<file path="src/rtl/dm_pkg.sv">
// Shared types and helpers for the data-memory access unit:
// FSM states, RISC-V load/store funct3 codes and request legality.
package dm_pkg;

  typedef enum logic [1:0] {
    ST_IDLE,
    ST_ISSUE,
    ST_WAIT,
    ST_DONE
  } dm_state_e;

  localparam logic [2:0]  F3_B      = 3'b000;
  localparam logic [2:0]  F3_H      = 3'b001;
  localparam logic [2:0]  F3_W      = 3'b010;
  localparam logic [2:0]  F3_BU     = 3'b100;
  localparam logic [2:0]  F3_HU     = 3'b101;
  localparam logic [31:0] BWEB_NONE = 32'hFFFF_FFFF;

  // Unsigned forms exist only for loads; halves and words must be naturally aligned.
  function automatic logic req_legal(input logic web, input logic [2:0] funct3,
                                     input logic [1:0] off);
    logic ok;
    case (funct3)
      F3_B:    ok = 1'b1;
      F3_H:    ok = ~off[0];
      F3_W:    ok = (off == 2'b00);
      F3_BU:   ok = web;
      F3_HU:   ok = web & ~off[0];
      default: ok = 1'b0;
    endcase
    return ok;
  endfunction

  function automatic logic [31:0] store_bweb(input logic [2:0] funct3, input logic [1:0] off);
    logic [31:0] mask;
    case (funct3)
      F3_B:    mask = ~(32'h0000_00FF << {off, 3'b000});
      F3_H:    mask = ~(32'h0000_FFFF << {off, 3'b000});
      default: mask = 32'h0000_0000;
    endcase
    return mask;
  endfunction

endpackage

</file>
<file path="src/rtl/dm_load_align.sv">
// Selects the addressed byte/half/word of an SRAM read word and extends it.
module dm_load_align
  import dm_pkg::*;
(
  input  logic [31:0] DM_DO,
  input  logic [2:0]  funct3,
  input  logic [1:0]  off,
  output logic [31:0] rdata
);

  logic [31:0] shifted;

  always_comb begin
    shifted = DM_DO >> {off, 3'b000};
    case (funct3)
      F3_B:    rdata = {{24{shifted[7]}}, shifted[7:0]};
      F3_BU:   rdata = {24'h00_0000, shifted[7:0]};
      F3_H:    rdata = {{16{shifted[15]}}, shifted[15:0]};
      F3_HU:   rdata = {16'h0000, shifted[15:0]};
      default: rdata = shifted;
    endcase
  end

endmodule

</file>
<file path="src/rtl/dm_access_unit.sv">
// MEM-stage responder: one request at a time, drives the synchronous data SRAM
// and returns aligned load data after the SRAM read latency.
module dm_access_unit
  import dm_pkg::*;
#(
  parameter int ADDR_W  = 14,
  parameter int MEM_LAT = 1
) (
  input  logic              clk,
  input  logic              rst,
  input  logic              req_valid,
  input  logic              req_web,
  input  logic [2:0]        req_funct3,
  input  logic [31:0]       req_addr,
  input  logic [31:0]       req_wdata,
  output logic              stall,
  output logic              acc_err,
  output logic              rsp_valid,
  output logic [31:0]       rsp_rdata,
  output logic              DM_CEB,
  output logic              DM_WEB,
  output logic [ADDR_W-1:0] DM_A,
  output logic [31:0]       DM_DI,
  output logic [31:0]       DM_BWEB,
  input  logic [31:0]       DM_DO
);

  localparam logic [1:0] WAIT_INIT = (MEM_LAT > 1) ? 2'(MEM_LAT - 2) : 2'd0;

  dm_state_e         state_q, state_d;
  logic [1:0]        cnt_q, cnt_d;
  logic [2:0]        funct3_q, funct3_d;
  logic [1:0]        off_q, off_d;
  logic              web_q, web_d;
  logic              ceb_q, ceb_d;
  logic              we_q, we_d;
  logic [ADDR_W-1:0] a_q, a_d;
  logic [31:0]       di_q, di_d;
  logic [31:0]       bweb_q, bweb_d;

  logic [1:0]  req_off;
  logic        legal;
  logic        accept;
  logic [31:0] load_data;
  logic        unused_addr_bits;

  assign req_off          = req_addr[1:0];
  assign unused_addr_bits = ^req_addr[31:ADDR_W+2];
  assign legal            = req_legal(req_web, req_funct3, req_off);
  assign accept           = (state_q == ST_IDLE) && req_valid && legal;
  assign acc_err          = (state_q == ST_IDLE) && req_valid && !legal;
  assign stall            = accept || ((state_q == ST_ISSUE) && web_q) || (state_q == ST_WAIT);
  assign rsp_valid        = (state_q == ST_DONE);
  assign rsp_rdata        = rsp_valid ? load_data : 32'h0000_0000;

  assign DM_CEB  = ceb_q;
  assign DM_WEB  = we_q;
  assign DM_A    = a_q;
  assign DM_DI   = di_q;
  assign DM_BWEB = bweb_q;

  dm_load_align u_load_align (
    .DM_DO  (DM_DO),
    .funct3 (funct3_q),
    .off    (off_q),
    .rdata  (load_data)
  );

  // SRAM strobes are live for exactly the ISSUE cycle; address and data hold afterwards.
  always_comb begin
    state_d  = state_q;
    cnt_d    = cnt_q;
    funct3_d = funct3_q;
    off_d    = off_q;
    web_d    = web_q;
    ceb_d    = 1'b1;
    we_d     = 1'b1;
    a_d      = a_q;
    di_d     = di_q;
    bweb_d   = BWEB_NONE;
    case (state_q)
      ST_IDLE: begin
        if (accept) begin
          state_d  = ST_ISSUE;
          funct3_d = req_funct3;
          off_d    = req_off;
          web_d    = req_web;
          ceb_d    = 1'b0;
          we_d     = req_web;
          a_d      = req_addr[ADDR_W+1:2];
          di_d     = req_wdata << {req_off, 3'b000};
          bweb_d   = req_web ? BWEB_NONE : store_bweb(req_funct3, req_off);
        end
      end
      ST_ISSUE: begin
        if (!web_q) begin
          state_d = ST_IDLE;
        end else if (MEM_LAT == 1) begin
          state_d = ST_DONE;
        end else begin
          state_d = ST_WAIT;
          cnt_d   = WAIT_INIT;
        end
      end
      ST_WAIT: begin
        if (cnt_q == 2'd0) state_d = ST_DONE;
        else               cnt_d   = cnt_q - 2'd1;
      end
      ST_DONE: state_d = ST_IDLE;
      default: state_d = ST_IDLE;
    endcase
  end

  always_ff @(posedge clk or posedge rst) begin
    if (rst) begin
      state_q  <= ST_IDLE;
      cnt_q    <= 2'd0;
      funct3_q <= 3'b000;
      off_q    <= 2'b00;
      web_q    <= 1'b1;
      ceb_q    <= 1'b1;
      we_q     <= 1'b1;
      a_q      <= '0;
      di_q     <= 32'h0000_0000;
      bweb_q   <= BWEB_NONE;
    end else begin
      state_q  <= state_d;
      cnt_q    <= cnt_d;
      funct3_q <= funct3_d;
      off_q    <= off_d;
      web_q    <= web_d;
      ceb_q    <= ceb_d;
      we_q     <= we_d;
      a_q      <= a_d;
      di_q     <= di_d;
      bweb_q   <= bweb_d;
    end
  end

endmodule

</file>
<file path="config.mk">
export PLATFORM = sky130hd
export DESIGN_NAME = dm_access_unit
export DESIGN_NICKNAME = d
export VERILOG_FILES = /design/src/rtl/dm_pkg.sv /design/src/rtl/dm_load_align.sv /design/src/rtl/dm_access_unit.sv
export SDC_FILE = /design/constraint.sdc
export NUM_CORES = 1
export LEC_CHECK = 0
export BUFFER_PORTS_ARGS = -buffer_cell sky130_fd_sc_hd__clkbuf_2
export CORE_MARGIN = 8
export CORE_UTILIZATION = 47
export CTS_CLUSTER_DIAMETER = 80
export DETAILED_ROUTE_END_ITERATION = 8
export GPL_TIMING_DRIVEN = 0
export MAX_ROUTING_LAYER = met4
export PLACE_DENSITY = 0.93
export SYNTH_ARGS = -nofsm -noshare
export SYNTH_HDL_FRONTEND = slang
export SYNTH_HIERARCHICAL = 1
export SYNTH_SLANG_ARGS = --single-unit
</file>
<file path="constraint.sdc">
create_clock -name clk -period 2.3 [get_ports clk]
set_input_delay 0.23 -clock clk [delete_from_list [all_inputs] [get_ports clk]]
set_output_delay 0.23 -clock clk [all_outputs]
set_load 0.01 [all_outputs]
</file>
# ---- Word level (Yosys, flattened, before mapping)
# Index checks and enable logic that the tools add are counted.
dict set report word_totals {
  reg_bits 90
  latch_bits 0
  ramBits 0
  mem_bits_ro 0
  wordCells 62
  mem_count 0
}
dict set report op_classes {
  n_addsub 1
  n_mul 0
  n_div 0
  magnitude_cmp 0
  n_eq_ne 12
  shift 4
  n_mux 15
  n_bitwise 5
  n_reduce_logical 15
}
# operator count
set ops {}
lappend ops {{32-bit two-way mux} 4}
lappend ops {{32-bit one-hot mux with 4 select lines} 1}
lappend ops {{32-bit NOT} 2}
lappend ops {{32-bit one-hot mux with 2 select lines} 1}
lappend ops {{16-bit by 5-bit left shift with 32-bit output, first input constant} 1}
lappend ops {{32-bit by 5-bit left shift with 32-bit output} 1}
lappend ops {{8-bit by 5-bit left shift with 32-bit output, first input constant} 1}
lappend ops {{32-bit by 5-bit right shift with 32-bit output} 1}
lappend ops {{3-bit == test, second input constant} 4}
lappend ops {{2-bit one-hot mux with 4 select lines} 1}
lappend ops {{3-bit by 1-bit == test with 1-bit output, second input constant} 2}
lappend ops {{2-bit logical NOT} 3}
lappend ops {{3-bit logical NOT} 2}
lappend ops {{2-bit two-way mux} 3}
lappend ops {{2-bit AND reduction} 3}
lappend ops {{1-bit one-hot mux with 5 select lines} 1}
lappend ops {{2-bit == test, second input constant} 2}
lappend ops {{1-bit logical AND} 4}
lappend ops {{1-bit two-way mux} 4}
lappend ops {{3-bit by 2-bit == test with 1-bit output, second input constant} 1}
lappend ops {{2-bit by 1-bit == test with 1-bit output, second input constant} 1}
lappend ops {{1-bit logical OR} 2}
lappend ops {{2-bit by 1-bit != test with 1-bit output, second input constant} 1}
lappend ops {{2-bit != test, second input constant} 1}
lappend ops {{4 further kinds} 5}

# ---- Longest topological paths before layout
dict set report logic_depth {
  word_depth 6
  depth_mapped 11
  ltp_nobuf 6
}

# ---- By module
# Netlist, hierarchy kept.
# mod n_inst cells_each area_each_um2 seq_area_each_um2
set modules_own_cells {}
lappend modules_own_cells {dm_access_unit 1 318 3598.5 1560.2}
lappend modules_own_cells {dm_load_align 1 107 694.4 0.0}

# ---- Worst setup path after synthesis
# OpenSTA, ideal clock, no wires.
dict set report synth_path {
  kind {input-to-reg}
  startpoint {input port req_addr[0]}
  endpoint {register a_q[10], in the netlist DM_A[10]}
  setup_time_ns 0.125
  arrival_time_ns 2.062
  slack_ns 0.113
  stages 11
  cell_sequence {buf_4 > buf_2 > clkbuf_1 > inv_1 > ha_1 > inv_1 > a221oi_2 > nand3_1 > buf_6 > buf_12 > mux2_4}
}
dict set report synth_between {
  elab_chain_len 5
  elab_cells_between_ends 6
}
# item line_no
set synth_lines {}
lappend synth_lines {{from (decl)} dm_access_unit.sv:14} ;# input logic [31:0] req_addr,
lappend synth_lines {{1-bit NOT} {dm_pkg.sv:25, dm_pkg.sv:28}}
lappend synth_lines {{1-bit bitwise AND} dm_pkg.sv:28} ;# F3_HU: ok = web & ~off[0];
lappend synth_lines {{1-bit one-hot mux with 5 select lines *} dm_pkg.sv:23} ;# case (funct3)
lappend synth_lines {{1-bit logical AND *} dm_access_unit.sv:50} ;# assign accept = (state_q == ST_IDLE) && req_valid && legal;
lappend synth_lines {{2-bit AND reduction (no line) *} -}
lappend synth_lines {{to (signal assigned)} dm_access_unit.sv:123} ;# a_q <= '0;
lappend synth_lines {{to (signal assigned)} dm_access_unit.sv:134} ;# a_q <= a_d;
lappend synth_lines {{to (decl)} dm_access_unit.sv:37} ;# logic [ADDR_W-1:0] a_q, a_d;
# Every way passes the cells marked *; elsewhere a longest branch is shown, timed or not.
# A chain may end at the register's enable or synchronous reset.

# ---- Final worst setup path
dict set report layout_path {
  startpoint {register off_q[0]}
  endpoint {output port rsp_rdata[19]}
}
dict set report layout_between {
  elab_chain_len 3
}
# item line_no
set layout_lines {}
lappend layout_lines {{from (decl)} dm_access_unit.sv:33} ;# logic [1:0] off_q, off_d;
lappend layout_lines {{from (signal assigned)} dm_access_unit.sv:119} ;# off_q <= 2'b00;
lappend layout_lines {{from (signal assigned)} dm_access_unit.sv:130} ;# off_q <= off_d;
lappend layout_lines {{32-bit by 5-bit right shift with 32-bit output} dm_load_align.sv:14} ;# shifted = DM_DO >> {off, 3'b000};
lappend layout_lines {{32-bit one-hot mux with 4 select lines} dm_load_align.sv:15} ;# case (funct3)
lappend layout_lines {{via load_data[19]} dm_access_unit.sv:44} ;# logic [31:0] load_data;
lappend layout_lines {{32-bit two-way mux} dm_access_unit.sv:54} ;# assign rsp_rdata = rsp_valid ? load_data : 32'h0000_0000;
lappend layout_lines {{to (decl)} dm_access_unit.sv:19} ;# output logic [31:0] rsp_rdata,
# The timed path passes the listed nets, and every way through them passes these cells.

==> results.json <==
{
  "synth-edff-count": 0,
  "dieArea_um2": 12400,
  "nets": 749,
  "drtIter0Drc": 266,
  "startpoint_type": "register",
  "max-vdd-ir-drop_uv": 607,
  "antenna_found_initial": 0,
  "setup-tns-final_ns": 0,
  "cts_max_path_buffers": 2,
  "finalHoldViolCount": 0,
  "hold_class": "primary input to register",
  "synthArstFlopShare_pct": 100,
  "ys_types": 37,
  "area_growth_pct": 33.9,
  "fin_util_pct": 63.4,
  "slew_violations": 0,
  "cts_root_buf": "clkbuf_8",
  "endpoint_kind": "output port",
  "worst_path_largest_cell_delay_ns": 0.36,
  "grt_pass1_vias": 4388,
  "max_slew_margin_pct": 57.3,
  "port_buffers": 201,
  "syn_area_per_cell_um2": 10.1,
  "cap_violations": 0,
  "synth_top_family_by_area": "multiplexers",
  "finalSetupViolCount": 0,
  "synth_top_area_share_pct": 32.1,
  "period_share_pct": 96.4,
  "via_count": 4003,
  "synth.net_count": 533,
  "status": "finished clean",
  "crit_top_cell": "buf_6",
  "grt_util_all_layers_pct": 22.2,
  "critPathKind": "register to output port",
  "skew_ns": 0.00778,
  "period_minus_slack_ns": 2.22,
  "syn_area_um2": 4290,
  "detail-route-antenna-nets": 0,
  "cp.arrival_ns": 1.99,
  "synthTopCellsByArea": "dfrtp_1, mux2_4, mux2i_1, buf_4, and3_1",
  "power_density_nw_per_um2": 1060,
  "drc": 0,
  "synth_mux_area_share_pct": 25.5,
  "synth_fa_ha_area_share_pct": 1.46,
  "synth_seq_cells": 62,
  "leakagePower_nw": 3.23,
  "required_ns": 2.07,
  "dr.pass1.iters": 4,
  "crit_path_top_delay_cell": "dfrtp_1",
  "rsz0062_at_grt": "true",
  "place_congestion": 0.908,
  "synth_compound_gate_area_share_pct": 10.0,
  "hpwl_mm": 11.1,
  "ys_warn_count": 6,
  "wl_mm": 13.5,
  "clock.fmax_ghz": 0.451,
  "seqCellArea_um2": 1560,
  "grt_pass1_wl_mm": 22.0,
  "tritoncts": "yes",
  "wl_per_cell_um": 17.8,
  "io_pins": 218,
  "grt_overflow": 0,
  "cts_sinks": 62,
  "yosysSeqAreaShare_pct": 36.3,
  "drive_above_1_share_pct": 52.6,
  "rows": 35,
  "syn_inst": 425,
  "grt_max_degree": 35,
  "worstSkewPairLatency_ns": 0.32,
  "synth_top_area_cell": "dfrtp_1",
  "n_fill_cell": 745,
  "start_util_pct": 47.4,
  "htreeDepth": 3,
  "multiInputGateArea_um2": 2300,
  "die_h_um": 112,
  "synth-xor-area-share_pct": 0.204,
  "worst_pin_slew_ns": 0.640,
  "synth_flop_cell": "dfrtp_1",
  "clk_pin_slew_worst_paths_ns": 0.07,
  "finalPower_mw": 6.10,
  "die_w_um": 112,
  "cts_buffers": 9,
  "synth-simple-area-share_pct": 15.2,
  "core_um2": 9060,
  "diodes": 0,
  "worstPathMaxFanout": 7,
  "path_cells": "buf_6, mux2i_4, mux2i_1, o211ai_2, buf_6, o21ai_1, and3_1, buf_2",
  "viasPerCell": 5.29
}
[flip-flops by register name (all words and copies together), names as in the netlist]
signal	flops
DM_DI	32
DM_A	14
DM_BWEB	4
funct3_q	3
cnt_q	2
off_q	2
state_q	2
DM_CEB	1
DM_WEB	1
web_q	1
[cell type report]
| type | count | area share [%] |
|---|---|---|
| sequential | 62 | 27.1 |
| inverter | 16 | 1.04 |
| clock buffer | 11 | 2.63 |
| clock inverter | 4 | 0.392 |
| timing repair buffer | 208 | 18.7 |
| tap | 111 | 2.42 |
| multi-input combinational | 289 | 40.1 |
| buffer | 55 | 7.58 |
[layer usage]
layer	vias up	wire (um)	global-route usage (%)
met4	0	414	10.1
li1	1877	-	-
met5	-	0	-
met1	1891	5360	23.8
met3	32	881	5.57
met2	203	6800	37.9
[placed cells by master (no fill, tap or decap), drive strengths merged, types with 2 or more instances in the layout]
master | netlist | routed
a211oi | 22 | 22
nor2b | 19 | 19
a21oi | 19 | 19
mux2 | 45 | 45
dfstp | 7 | 7
inv | 16 | 16
ha | 5 | 5
buf | 44 | 53
nor2 | 32 | 32
clkbuf | 14 | 220
or2 | 2 | 2
dfrtp | 55 | 55
nand2b | 3 | 3
o21ai | 20 | 20
and3 | 32 | 32
mux2i | 44 | 44
clkinv | 0 | 3
nand2 | 34 | 34
[worst paths after layout]
| check | from | endpoint | slack (ns) | depth (start not counted) |
|---|---|---|---|---|
| max reg2reg | state_q[1] | DM_A[12] | 0.61 | 6 |
| min | req_addr[3] | DM_A[1] | 0.13 | 2 |
| max in group asynchronous | rst | DM_DI[0] | 1.16 | 4 |
| min reg2reg | off_q[1] | off_q[1] | 0.51 | 1 |
| min in group asynchronous | rst | DM_A[7] | 0.53 | 3 |
| max | off_q[0] | rsp_rdata[19] | 0.08 | 8 |
[cell usage after synthesis, types with 2 or more instances]
cell type / number
buf_2: 5
o21ai_2: 2
buf_4: 31
mux2_4: 39
dfrtp_1: 55
ha_1: 5
buf_12: 4
nand2_1: 34
and3_1: 32
o21ai_0: 18
a21oi_1: 19
mux2i_1: 44
clkbuf_1: 14
nor2b_1: 19
mux2_2: 6
nor2_1: 32
dfstp_2: 7
a211oi_1: 22
or2_2: 2
inv_1: 16
buf_6: 3
[stage by stage]
| stage | hold WS (ns) | worst slack, ns | cells | cell area (um^2) |
|---|---|---|---|---|
| after CTS | 0.116 | 0.00255 | 754 | 5670 |
| after global routing | 0.110 | -0.0628 | 756 | 5750 |
| after floorplan | 0.362 | 0.113 | 425 | 4290 |
| final | 0.131 | 0.0821 | 756 | 5750 |
| after detailed placement | 0.334 | -0.404 | 738 | 5460 |
| after global placement | 0.465 | -0.344 | 737 | 5440 |
[logic make-up after synthesis]
group | count (synthesis)
buf+inv | 74
xor+xnor | 1
fa+ha+maj | 5
mux | 89
compound gates | 66
simple gates | 128
flops | 62
[repair_timing]
item                                    in CTS  in global routing
endpoints found under the hold margin       21                  0
hold buffers                                 1                  0
buffers inserted                             2                  3
resized for setup                            8                 27
pin swaps                                    2                  4
endpoints found under the setup margin      58                 24
[power breakdown]
| part | total, mW | internal, mW | leakage (nW) | switching [mW] |
|---|---|---|---|---|
| Clock | 0.852 | 0.438 | 0.0910 | 0.414 |
| Sequential | 1.94 | 1.58 | 0.756 | 0.361 |
| Combinational | 3.31 | 1.65 | 2.39 | 1.65 |
[worst max-delay path, delay by kind of cell (launching register included)]
family / cells / cell delay [ns]
AOI/OAI and AO/OA: 2 / 0.28
buffers and inverters: 3 / 0.47
and+or+nand+nor: 1 / 0.19
muxes: 2 / 0.37
DFF: 1 / 0.36
(Power assumes the default switching activity.)
